## config.mk

```make
export PLATFORM = sky130hd
export DESIGN_NAME = pal_macrocell_array
export DESIGN_NICKNAME = d
export VERILOG_FILES = /design/src/rtl/pal_macrocell_array.sv
export SDC_FILE = /design/constraint.sdc
export NUM_CORES = 1
export LEC_CHECK = 0
export ABC_AREA = 1
export CORE_MARGIN = 5
export CORE_UTILIZATION = 50
export DETAILED_ROUTE_END_ITERATION = 8
export HOLD_SLACK_MARGIN = 0.1
export PLACE_DENSITY = 0.65
export SKIP_CTS_REPAIR_TIMING = 1
export SYNTH_ARGS = -nofsm -noshare
export SYNTH_HDL_FRONTEND = slang
export SYNTH_SLANG_ARGS = --single-unit
```

## constraint.sdc

```tcl
create_clock -name clk -period 1.88 [get_ports clk]
set_input_delay 0.376 -clock clk [delete_from_list [all_inputs] [get_ports clk]]
set_output_delay 0.376 -clock clk [all_outputs]
set_load 0.01 [all_outputs]
```

## src/rtl/pal_macrocell_array.sv

```systemverilog
// ---------------------------------------------------------------------------
// pal_macrocell_array
//   Programmable AND/OR array with one macrocell per output. Each macrocell
//   can invert its OR result and can optionally register it. The
//   configuration is shifted in serially, and a commit copies it into the
//   active (shadow) config. A commit is accepted only if exactly CFG_LEN
//   bits were shifted since the last commit or reset.
//
//   Optional feature macro: PAL_READBACK_EN. When it is defined, cfg_dout
//   mirrors chain bit 0. When it is not defined, cfg_dout is tied to 0.
//
// Ports
//   clk        : single clock for config and macrocell registers
//   rst        : synchronous, active-high reset
//   cfg_en     : shift cfg_bit into the chain this cycle
//   cfg_bit    : serial config data
//   cfg_commit : copy the chain into the active config (length checked)
//   cfg_valid  : the active config holds a committed bitstream
//   cfg_err    : the last commit was rejected (bit count != CFG_LEN)
//   cfg_dout   : chain readback (chain bit 0)
//   pal_en     : output enable; when low, pal_out is forced to 0
//   pal_in     : array inputs
//   pal_out    : array outputs
//
// Active config bitmap (A = 2*NI*NT, B = A + NT*NO)
//   t*2*NI + 2*j     : term t uses pal_in[j]
//   t*2*NI + 2*j + 1 : term t uses ~pal_in[j]
//   A + o*NT + t     : term t feeds the OR for output o
//   B + 2*o          : output o is registered
//   B + 2*o + 1      : output o is inverted (inversion happens before the FF)
// ---------------------------------------------------------------------------
module pal_macrocell_array #(
    parameter int NUM_INPUTS  = 8,
    parameter int NUM_TERMS   = 11,
    parameter int NUM_OUTPUTS = 8
) (
    input  logic                   clk,
    input  logic                   rst,
    input  logic                   cfg_en,
    input  logic                   cfg_bit,
    input  logic                   cfg_commit,
    output logic                   cfg_valid,
    output logic                   cfg_err,
    output logic                   cfg_dout,
    input  logic                   pal_en,
    input  logic [NUM_INPUTS-1:0]  pal_in,
    output logic [NUM_OUTPUTS-1:0] pal_out
);
    localparam int NI      = NUM_INPUTS;
    localparam int NT      = NUM_TERMS;
    localparam int NO      = NUM_OUTPUTS;
    localparam int CFG_LEN = 2*NI*NT + NT*NO + 2*NO;
    localparam int OR_BASE = 2*NI*NT;
    localparam int MC_BASE = OR_BASE + NT*NO;
    // The counter must be able to hold CFG_LEN+1, which marks an overlength load.
    localparam int CNT_W   = $clog2(CFG_LEN + 2);
    localparam logic [CNT_W-1:0] CNT_FULL = CNT_W'(CFG_LEN);
    localparam logic [CNT_W-1:0] CNT_OVER = CNT_W'(CFG_LEN + 1);

    logic [CFG_LEN-1:0] sr_reg;
    logic [CFG_LEN-1:0] active_reg;
    logic [CNT_W-1:0]   count_reg;
    logic               cfg_valid_reg;
    logic               cfg_err_reg;
    logic [NO-1:0]      ff_reg;

    logic [NT-1:0]      term_val;
    logic [NO-1:0]      mc_d;       // OR result after optional inversion
    logic               commit_ok;
    logic               run;

    assign commit_ok = cfg_commit && (count_reg == CNT_FULL);
    assign run       = pal_en & cfg_valid_reg;

    // ------------------------------------------------------------------
    // AND plane. A term with an empty literal mask evaluates 0. Without
    // that rule, an unprogrammed term would read as constant 1.
    // ------------------------------------------------------------------
    genvar gi, gj;
    generate
        for (gi = 0; gi < NT; gi++) begin : g_term
            logic [2*NI-1:0] lits;
            logic [2*NI-1:0] mask;
            for (gj = 0; gj < NI; gj++) begin : g_lit
                assign lits[2*gj]   = pal_in[gj];
                assign lits[2*gj+1] = ~pal_in[gj];
            end
            assign mask         = active_reg[gi*2*NI +: 2*NI];
            assign term_val[gi] = (|mask) & (&(lits | ~mask));
        end

        // --------------------------------------------------------------
        // OR plane and macrocells.
        // --------------------------------------------------------------
        for (gi = 0; gi < NO; gi++) begin : g_out
            logic or_res;
            assign or_res      = |(term_val & active_reg[OR_BASE + gi*NT +: NT]);
            assign mc_d[gi]    = or_res ^ active_reg[MC_BASE + 2*gi + 1];
            assign pal_out[gi] = run ? (active_reg[MC_BASE + 2*gi] ? ff_reg[gi] : mc_d[gi])
                                     : 1'b0;
        end
    endgenerate

    // ------------------------------------------------------------------
    // Config chain, length counter, active config and macrocell FFs.
    // A commit takes priority over a shift in the same cycle. The commit
    // sees the pre-shift count, and the shift bit is dropped.
    // ------------------------------------------------------------------
    always_ff @(posedge clk) begin
        if (rst) begin
            sr_reg        <= '0;
            active_reg    <= '0;
            count_reg     <= '0;
            cfg_valid_reg <= 1'b0;
            cfg_err_reg   <= 1'b0;
            ff_reg        <= '0;
        end else begin
            if (cfg_commit) begin
                count_reg <= '0;
                if (commit_ok) begin
                    active_reg    <= sr_reg;
                    cfg_valid_reg <= 1'b1;
                    cfg_err_reg   <= 1'b0;
                end else begin
                    cfg_err_reg   <= 1'b1;
                end
            end else if (cfg_en) begin
                sr_reg <= {cfg_bit, sr_reg[CFG_LEN-1:1]};
                if (count_reg != CNT_OVER)
                    count_reg <= count_reg + 1'b1;
            end

            // A newly accepted config starts from cleared macrocell state.
            if (commit_ok)
                ff_reg <= '0;
            else if (run)
                ff_reg <= mc_d;
        end
    end

    assign cfg_valid = cfg_valid_reg;
    assign cfg_err   = cfg_err_reg;

`ifdef PAL_READBACK_EN
    assign cfg_dout = sr_reg[0];
`else
    assign cfg_dout = 1'b0;
`endif

endmodule
```

==> impl_metrics.env, run 1 <==
export IMPL_r2r_start="active_reg[41]$_SDFFE_PP0P_"
export IMPL_nNetsFinal=3482
export IMPL_initial_core_util_pct=50.5
export IMPL_io_pins=25
export IMPL_synth_top_cell_by_area="dfxtp_1"
export IMPL_path_clk_slew_ns=0.06
export IMPL_final_layout_size_suffix_gt1_share_pct=21.6
export IMPL_fin_area_um2=30200
export IMPL_cp_end_kind="output pin"
export IMPL_p_leak_nw=12.7
export IMPL_finalHoldViolCount=0
export IMPL_fin_crit_ns=2.82
export IMPL_fillers=4016
export IMPL_setup_viol=8
export IMPL_die_area_um2=51300
export IMPL_powerDensity_nw_per_um2=905
export IMPL_cp_arrival_ns=2.45
export IMPL_ys_seq_elements=579
export IMPL_first_iter_violations=1924
export IMPL_rsz0062_at_grt="yes"
export IMPL_clock_fmax_mhz=354
export IMPL_syn_area_um2=23400
export IMPL_postLayoutCoreUtil_pct=65.1
export IMPL_final_cell_mix="nor2_1 (642), dfxtp_1 (554), o21ai_0 (384)"
export IMPL_drc=0
export IMPL_grt_max_degree=93
export IMPL_cp_max_fo=6
export IMPL_clockBufferDepth=3
export IMPL_ys_seq_area_share_pct=49.4
export IMPL_grt_pass1_wl_um=108000
export IMPL_die_x_um=227
export IMPL_syn_inst=3206
export IMPL_cts_max_level=2
export IMPL_finalMaxSlewViolations=0
export IMPL_core_area_um2=46500
export IMPL_setup_tns_ns=-7.25
export IMPL_worstPathRequired_ns=1.50
export IMPL_synth_area_top_cells="dfxtp_1 (49%), o21ai_0 (12%), nor2_1 (11%)"
export IMPL_wl_per_cell_um=17.2
export IMPL_yosysWarnings=0
export IMPL_criticalPathCategory="flop to output pin"
export IMPL_track_usage_pct=26.0
export IMPL_place_area_um2=26700
export IMPL_hold_class="flop to flop"
export IMPL_skew_ns=0.0136
export IMPL_regArea_um2=11600
export IMPL_grt_overflow=0
export IMPL_worstHoldStart="active_reg[245]$_SDFFE_PP0P_"
export IMPL_timing_final_crit_share_pct=150
export IMPL_cts_inserted_buffers=58
export IMPL_drt_total_wl_um=71000
export IMPL_cts_sinks=579
export IMPL_multi_input_comb_area_um2=10400
export IMPL_startpoint="active_reg[172]$_SDFFE_PP0P_"
export IMPL_fin_ws_ns=-0.945
export IMPL_antenna_found_initial=1
export IMPL_ant_nets=0
export IMPL_dr_pass1_iters=6
export IMPL_vias=22200
export IMPL_syn_nets=3223
export IMPL_grt_pass1_vias=20500
export IMPL_post_place_ws_ns=-1.69
export IMPL_rows=79
export IMPL_routabilityCongestion=0.954
export IMPL_synthToLayoutAreaGrowth_pct=29.0
export IMPL_insertedDiodeCount=0
export IMPL_max_cap_violations=0
export IMPL_tritoncts="yes"
export IMPL_root_buffer="clkbuf_16"
export IMPL_layout_commonest_cell="nor2_1"
export IMPL_io_buffer_count=23
export IMPL_dp_final_hpwl_um=48200
export IMPL_maxSlewHeadroom_pct=65.7
export IMPL_clk_insertion_delay_late_ns=0.62
export IMPL_netlist_area_leader_share_pct=49.4
export IMPL_via_per_inst=5.40
export IMPL_hold_worst_slack_ns=0.448
export IMPL_ir_drop_mv=0.914
export IMPL_die_h_um=227
export IMPL_worst_pin_slew_ns=0.509
export IMPL_startpoint_type="flop"
export IMPL_synth_distinct_cells=29
export IMPL_syn_avg_cell_area_um2=7.31
export IMPL_status="finished, violations left"
export IMPL_violations="negative setup slack"
==> cells in the mapped netlist (all sizes together) <==
master	instances
dfxtp	579
o21ai	595
nand4	96
nor2	717
nor4	1
nand2	314
ha	3
o21a	1
nor3	4
inv	332
buf	57
and3	1
dlygate4sd3	1
clkbuf	142
nor3b	1
a21oi	304
conb	1
nand3	54
o21bai	1
xor2	2
==> worst max-delay path, stage by stage (launching register included) <==
cell	delay [ns]
dfxtp_1	0.32
buf_4	0.14
o21ai_4	0.16
nand2_1	0.08
nor2_2	0.13
nand3_4	0.15
buf_4	0.18
nor2_2	0.15
nor2_2	0.09
nand3_2	0.08
nand2_2	0.05
nand3_1	0.08
nand2_1	0.05
inv_1	0.05
buf_2	0.12
==> routing by layer <==
| metal | global-route usage [%] | part of all wire, % |
|---|---|---|
| met1 | 37.2 | 45 |
| met2 | 41.3 | 46 |
| met3 | 3.51 | 6.9 |
| met4 | 7.74 | 2.7 |
| met5 | 0 | 0 |
==> per-stage QoR <==
stage / power (mW) / instances
2_1_floorplan: 14.2 / 3206
3_3_place_gp: 14.9 / 3977
3_5_place_dp: 15.0 / 3977
4_1_cts: 27.4 / 4083
5_1_grt: 28.3 / 4118
6_report: 27.4 / 4118
==> area by class of cell <==
cell class,instances,area share [%]
clock buffer,77,5.44
clock inverter,29,1.38
inverter,332,4.22
multi-input combinational,2095,34.3
sequential,579,38.4
tap,607,2.51
timing repair buffer,399,13.7
==> where the power goes <==
| group | internal [mW] | switching (mW) |
|---|---|---|
| clock | 7.51 | 5.00 |
| sequential | 12.6 | 0.317 |
| combinational | 0.746 | 1.15 |
==> worst paths after layout <==
check	endpoint	slack (ns)	cells after the start
worst max-delay path	pal_out[4]	-0.94	14
worst min-delay path	active_reg[245]$_SDFFE_PP0P_	0.45	2
worst max register to register	ff_reg[2]$_SDFFE_PP0P_	0.01	15
worst min register to register	active_reg[245]$_SDFFE_PP0P_	0.45	2
==> logic make-up (layout without fill, tap and decap cells) <==
family | after synthesis | in the layout | share of synthesized area (%)
compound gates | 901 | 901 | 19.3
xor+xnor | 2 | 2 | 0.0747
fa+ha+maj | 3 | 3 | 0.160
buf+inv | 532 | 837 | 9.95
flops | 579 | 579 | 49.4
other cells | 1 | 1 | 0.0160
simple gates | 1188 | 1188 | 21.1
Power figures use the tool's default switching activity.
==> run 2, diff against run 1 <==
PLACE_DENSITY = 0.63   (was 0.65)
SKIP_LAST_GASP = 1   (was not set)
clock period = 3.2 ns   (was 1.88 ns; I/O delays follow)
==> run 2 against run 1 <==
Worst setup slack better by 0.83 ns. Critical path depth is 6 higher. Hold slack got worse by 0.0016 ns. Critical path type is now input pin to output pin. The run still ends with negative setup slack left. Largest cell class unchanged.
==> impl_metrics.env, run 2 (synthesized netlist as in run 1, its figures left out) <==
export IMPL_fin_ws_ns=-0.110
export IMPL_clock_power_share_pct=45.8
export IMPL_cts_sinks=579
export IMPL_dp_final_hpwl_um=39500
export IMPL_placed_cells=3706
export IMPL_nNetsFinal=3208
export IMPL_crit_top_cell="buf_6"
export IMPL_startpoint_type="input pin"
export IMPL_timing_final_crit_share_pct=103
export IMPL_final_layout_size_suffix_gt1_share_pct=10.5
export IMPL_slowest_stage="nor2_4"
export IMPL_switchingPower_mw=3.70
export IMPL_vias=20300
export IMPL_rsz0062_at_grt="yes"
export IMPL_skew_ns=0.0227
export IMPL_max_cap_violations=0
export IMPL_grt_pass1_wl_um=98100
export IMPL_fin_crit_ns=3.31
export IMPL_layout_commonest_cell="nor2_1"
export IMPL_die_h_um=227
export IMPL_ant_nets=0
export IMPL_internal_power_mw=12.1
export IMPL_worstPathRequired_ns=2.56
export IMPL_dr_pass1_iters=5
export IMPL_track_usage_pct=23.3
export IMPL_core_area_um2=46500
export IMPL_cp_max_fo=7
export IMPL_root_buffer="clkbuf_16"
export IMPL_cp_end_kind="output pin"
export IMPL_final_cell_count_no_fill=3845
export IMPL_first_iter_violations=1949
export IMPL_criticalPathCategory="input pin to output pin"
export IMPL_worst_pin_slew_ns=1.15
export IMPL_path_clk_slew_ns=0.06
export IMPL_fillers=4356
export IMPL_cts_max_level=2
export IMPL_regArea_um2=11600
export IMPL_initial_core_util_pct=50.5
export IMPL_cts_inserted_buffers=60
export IMPL_hold_class="flop to flop"
export IMPL_cp_arrival_ns=2.67
export IMPL_powerDensity_nw_per_um2=585
export IMPL_synthToLayoutAreaGrowth_pct=15.2
export IMPL_multi_input_comb_area_um2=9860
export IMPL_drt_total_wl_um=62100
export IMPL_setup_viol=4
export IMPL_rows=79
export IMPL_io_buffer_count=23
export IMPL_tritoncts="yes"
export IMPL_fin_area_um2=27000
export IMPL_status="finished, violations left"
export IMPL_p_sw_share_pct=23.4
export IMPL_clockBufferDepth=3
export IMPL_crit_chain="buf_6, buf_12, buf_12, nand2_1, nand2_2, nor2_4, nand2_2, nor2_4, buf_6, buf_6, buf_6, buf_6, nand3_2, nand2_2, nor2_4, nand4_1, nand3_1, nand2_1, inv_1, buf_2"
export IMPL_r2r_start="count_reg[4]$_SDFFE_PP0P_"
export IMPL_grt_pass1_vias=18500
export IMPL_violations="negative setup slack"
export IMPL_p_leak_nw=11.0
export IMPL_ir_drop_mv=0.508
export IMPL_clk_insertion_delay_late_ns=0.62
export IMPL_via_per_inst=5.29
export IMPL_worstHoldStart="active_reg[236]$_SDFFE_PP0P_"
export IMPL_die_x_um=227
export IMPL_final_cell_mix="nor2_1 (657), dfxtp_1 (577), o21ai_0 (572)"
export IMPL_clock_fmax_mhz=302
export IMPL_max_stage_delay_ns=0.25
export IMPL_finalMaxSlewViolations=0
export IMPL_place_area_um2=24300
export IMPL_share_seq_of_total_power_pct=48.1
export IMPL_routabilityCongestion=0.850
export IMPL_io_pins=25
export IMPL_maxSlewHeadroom_pct=23.5
export IMPL_p_comb_share_pct=6.2
export IMPL_startpoint="pal_in[3]"
export IMPL_grt_overflow=0
export IMPL_grt_max_degree=200
export IMPL_die_area_um2=51300
export IMPL_finalHoldViolCount=0
export IMPL_antenna_found_initial=0
export IMPL_wl_per_cell_um=16.2
export IMPL_drc=0
==> run 2: routing by layer <==
metal / vias up / track usage [%] / share of wire [%]
met4: 0 / 5.38 / 2.0
met5: - / 0 / 0
met2: 488 / 36.2 / 44
met3: 92 / 3.63 / 5.4
li1: 10300 / - / -
met1: 9412 / 34.5 / 48
==> run 2: path summary, 6_finish.rpt <==
| kind | end | slack (ns) | depth (start not counted) |
|---|---|---|---|
| setup / recovery | pal_out[7] | -0.11 | 20 |
| hold / removal | active_reg[236]$_SDFFE_PP0P_ | 0.45 | 2 |
| setup reg to reg | active_reg[279]$_SDFFE_PP0P_ | 1.07 | 7 |
| hold reg to reg | active_reg[236]$_SDFFE_PP0P_ | 0.45 | 2 |
==> run 2: final cells by class <==
class	instances	share of cell area (%)
clock buffer	85	6.58
sequential	579	42.9
antenna	1	0.00926
tap	607	2.81
inverter	332	4.71
clock inverter	23	1.07
timing repair buffer	123	5.41
multi-input combinational	2095	36.5
==> run 2: per-stage QoR <==
| step | util, % | setup WS (ns) | power (mW) | TNS [ns] | hold WS (ns) |
|---|---|---|---|---|---|
| global placement | 52.4 | -0.815 | 8.67 | -6.29 | 0.433 |
| detailed placement | 52.4 | -0.817 | 8.69 | -6.35 | 0.437 |
| global route | 58.1 | -0.268 | 16.4 | -0.861 | 0.466 |
| floorplan | - | 0.721 | 8.33 | 0 | 0.423 |
| CTS | 56.8 | -0.834 | 15.9 | -6.50 | 0.447 |
| finish | 58.1 | -0.110 | 15.8 | -0.210 | 0.447 |
==> run 2: power groups by stage <==
stage	logic, mW	registers (mW)	clock network [mW]
3_5_place_dp	0.943	7.75	0
4_1_cts	0.948	7.59	7.37
3_3_place_gp	0.929	7.75	0
2_1_floorplan	0.646	7.69	0
6_report	0.975	7.60	7.23
5_1_grt	1.10	7.62	7.67
==> run 2: worst max-delay path: cells and delay by family <==
family,cells,cell delay (ns)
buf+inv,9,0.96
simple gates,11,1.05
==> run 3, diff against run 2 <==
CORE_UTILIZATION = 62   (was 50)
PLACE_DENSITY = not set   (was 0.63)
PLACE_DENSITY_LB_ADDON = 0.3   (was not set)
==> run 3 against run 2 <==
The flow now finishes without violations. Final cell count down 3.4%. Hold slack worse by 0.00060 ns. Die area decreased by 19%. Critical path type unchanged.
==> impl_metrics.env, run 3 (synthesized netlist as in run 1, its figures left out) <==
export IMPL_status="completed"
export IMPL_met1_length_um=26600
export IMPL_tritoncts="yes"
export IMPL_max_cap_violations=0
export IMPL_finalHoldViolCount=0
export IMPL_root_buffer="clkbuf_16"
export IMPL_final_cell_mix="nor2_1 (666), dfxtp_1 (579), o21ai_0 (574)"
export IMPL_setup_tns_ns=0
export IMPL_hold_class="flop to flop"
export IMPL_cts_sinks=579
export IMPL_wl_per_cell_um=16.2
export IMPL_cts_inserted_buffers=57
export IMPL_highest_layer="met4"
export IMPL_clk_insertion_delay_late_ns=0.60
export IMPL_clock_fmax_mhz=320
export IMPL_worst_pin_slew_ns=0.587
export IMPL_io_buffer_count=23
export IMPL_rows=71
export IMPL_ir_drop_mv=0.438
export IMPL_final_layout_size_suffix_gt1_share_pct=8.65
export IMPL_crit_family="simple AND/OR/NAND/NOR gates"
export IMPL_finalMaxSlewViolations=0
export IMPL_first_iter_violations=1787
export IMPL_post_place_ws_ns=-0.698
export IMPL_cp_end_kind="output pin"
export IMPL_p_leak_nw=10.6
export IMPL_rsz0062_at_grt="yes"
export IMPL_powerDensity_nw_per_um2=575
export IMPL_critPathBufInv=6
export IMPL_criticalPathCategory="input pin to output pin"
export IMPL_core_area_um2=37500
export IMPL_timing_final_crit_share_pct=97.8
export IMPL_fin_crit_ns=3.13
export IMPL_nNetsFinal=3180
export IMPL_synthToLayoutAreaGrowth_pct=11.8
export IMPL_via_per_inst=5.55
export IMPL_startpoint_type="input pin"
export IMPL_grt_pass1_vias=19300
export IMPL_antenna_found_initial=0
export IMPL_dp_final_hpwl_um=38700
export IMPL_routabilityCongestion=0.877
export IMPL_worstPathRequired_ns=2.56
export IMPL_max_stage_delay_ns=0.19
export IMPL_place_area_um2=24100
export IMPL_track_usage_pct=28.1
export IMPL_grt_pass1_wl_um=97000
export IMPL_grt_overflow=0
export IMPL_routed_wl_met3_um=4200
export IMPL_met2_length_um=27900
export IMPL_maxSlewHeadroom_pct=60.5
export IMPL_p_total_mw=15.1
export IMPL_initial_core_util_pct=62.5
export IMPL_fin_ws_ns=0.0704
export IMPL_drt_total_wl_um=60200
export IMPL_die_area_um2=41800
export IMPL_die_h_um=204
export IMPL_crit_chain="dlymetal6s2s_1, inv_2, nand2_1, nand2_1, nor2_1, nand2_2, nor2_4, buf_6, buf_4, nand3_1, nand2_2, nor2_4, nand3_2, nand2_2, nand3_1, nand2_1, inv_1, clkbuf_2"
export IMPL_hold_worst_slack_ns=0.446
export IMPL_cp_max_fo=8
export IMPL_ant_nets=0
export IMPL_dr_pass1_iters=6
export IMPL_die_x_um=204
export IMPL_vias=20600
export IMPL_cts_max_level=2
export IMPL_fin_area_um2=26200
export IMPL_io_pins=25
export IMPL_r2r_setup_slack_ns=1.08
export IMPL_layout_commonest_cell="nor2_1"
export IMPL_drc=0
export IMPL_cp_arrival_ns=2.49
export IMPL_skew_ns=0.0155
export IMPL_setup_viol=0
export IMPL_grt_max_degree=142
export IMPL_slowest_stage="nor2_1"
export IMPL_insertedDiodeCount=0
export IMPL_clockBufferDepth=3
export IMPL_path_clk_slew_ns=0.06
-- run 3: cell count changes in the layout (fill, tap and decap cells not counted), moves of 8 or more --
cell	before	now
nor2_1	657	666
nor2_4	28	18
buf_4	53	41
buf_12	35	27
clkbuf_1	8	19
-- run 3: metrics by stage --
step	cells	util, %
2_1_floorplan	3206	-
3_3_place_gp	3604	64.2
3_5_place_dp	3604	64.2
4_1_cts	3704	69.0
5_1_grt	3715	69.9
6_report	3715	69.9
-- run 3: power by group --
| group | internal, mW | switching [mW] | leakage [nW] |
|---|---|---|---|
| logic | 0.334 | 0.627 | 5.02 |
| clock network | 3.78 | 2.73 | 0.885 |
| registers | 7.43 | 0.172 | 4.71 |
-- run 3: tightest hold or removal path: cells and delay by family, from the launching register on --
family / cells / cell delay (ns)
flops: 1 / 0.31
buf+inv: 1 / 0.05
compound gates: 1 / 0.05
-- run 3: routing by layer --
metal | track usage [%] | vias to the layer above
met5 | 0 | -
met3 | 5.30 | 113
met2 | 44.9 | 599
met4 | 9.12 | 0
li1 | - | 10300
met1 | 38.7 | 9622
-- run 3: path summary, 6_finish.rpt --
check                               startpoint                           end  cells past startpoint
hold / removal    active_reg[190]$_SDFFE_PP0P_  active_reg[190]$_SDFFE_PP0P_                      2
setup reg to reg     count_reg[4]$_SDFFE_PP0P_  active_reg[118]$_SDFFE_PP0P_                      8
hold reg to reg   active_reg[190]$_SDFFE_PP0P_  active_reg[190]$_SDFFE_PP0P_                      2
setup / recovery                     pal_in[2]                    pal_out[1]                     18
-- run 3: area by class of cell --
cell class	instances	area, um^2
Clock buffer	88	1660
Timing Repair Buffer	98	1150
Clock inverter	12	138
Multi-Input combinational cell	2095	9750
Sequential cell	579	11600
Inverter	332	1270
Tap cell	511	639
Fill cell	3096	11300
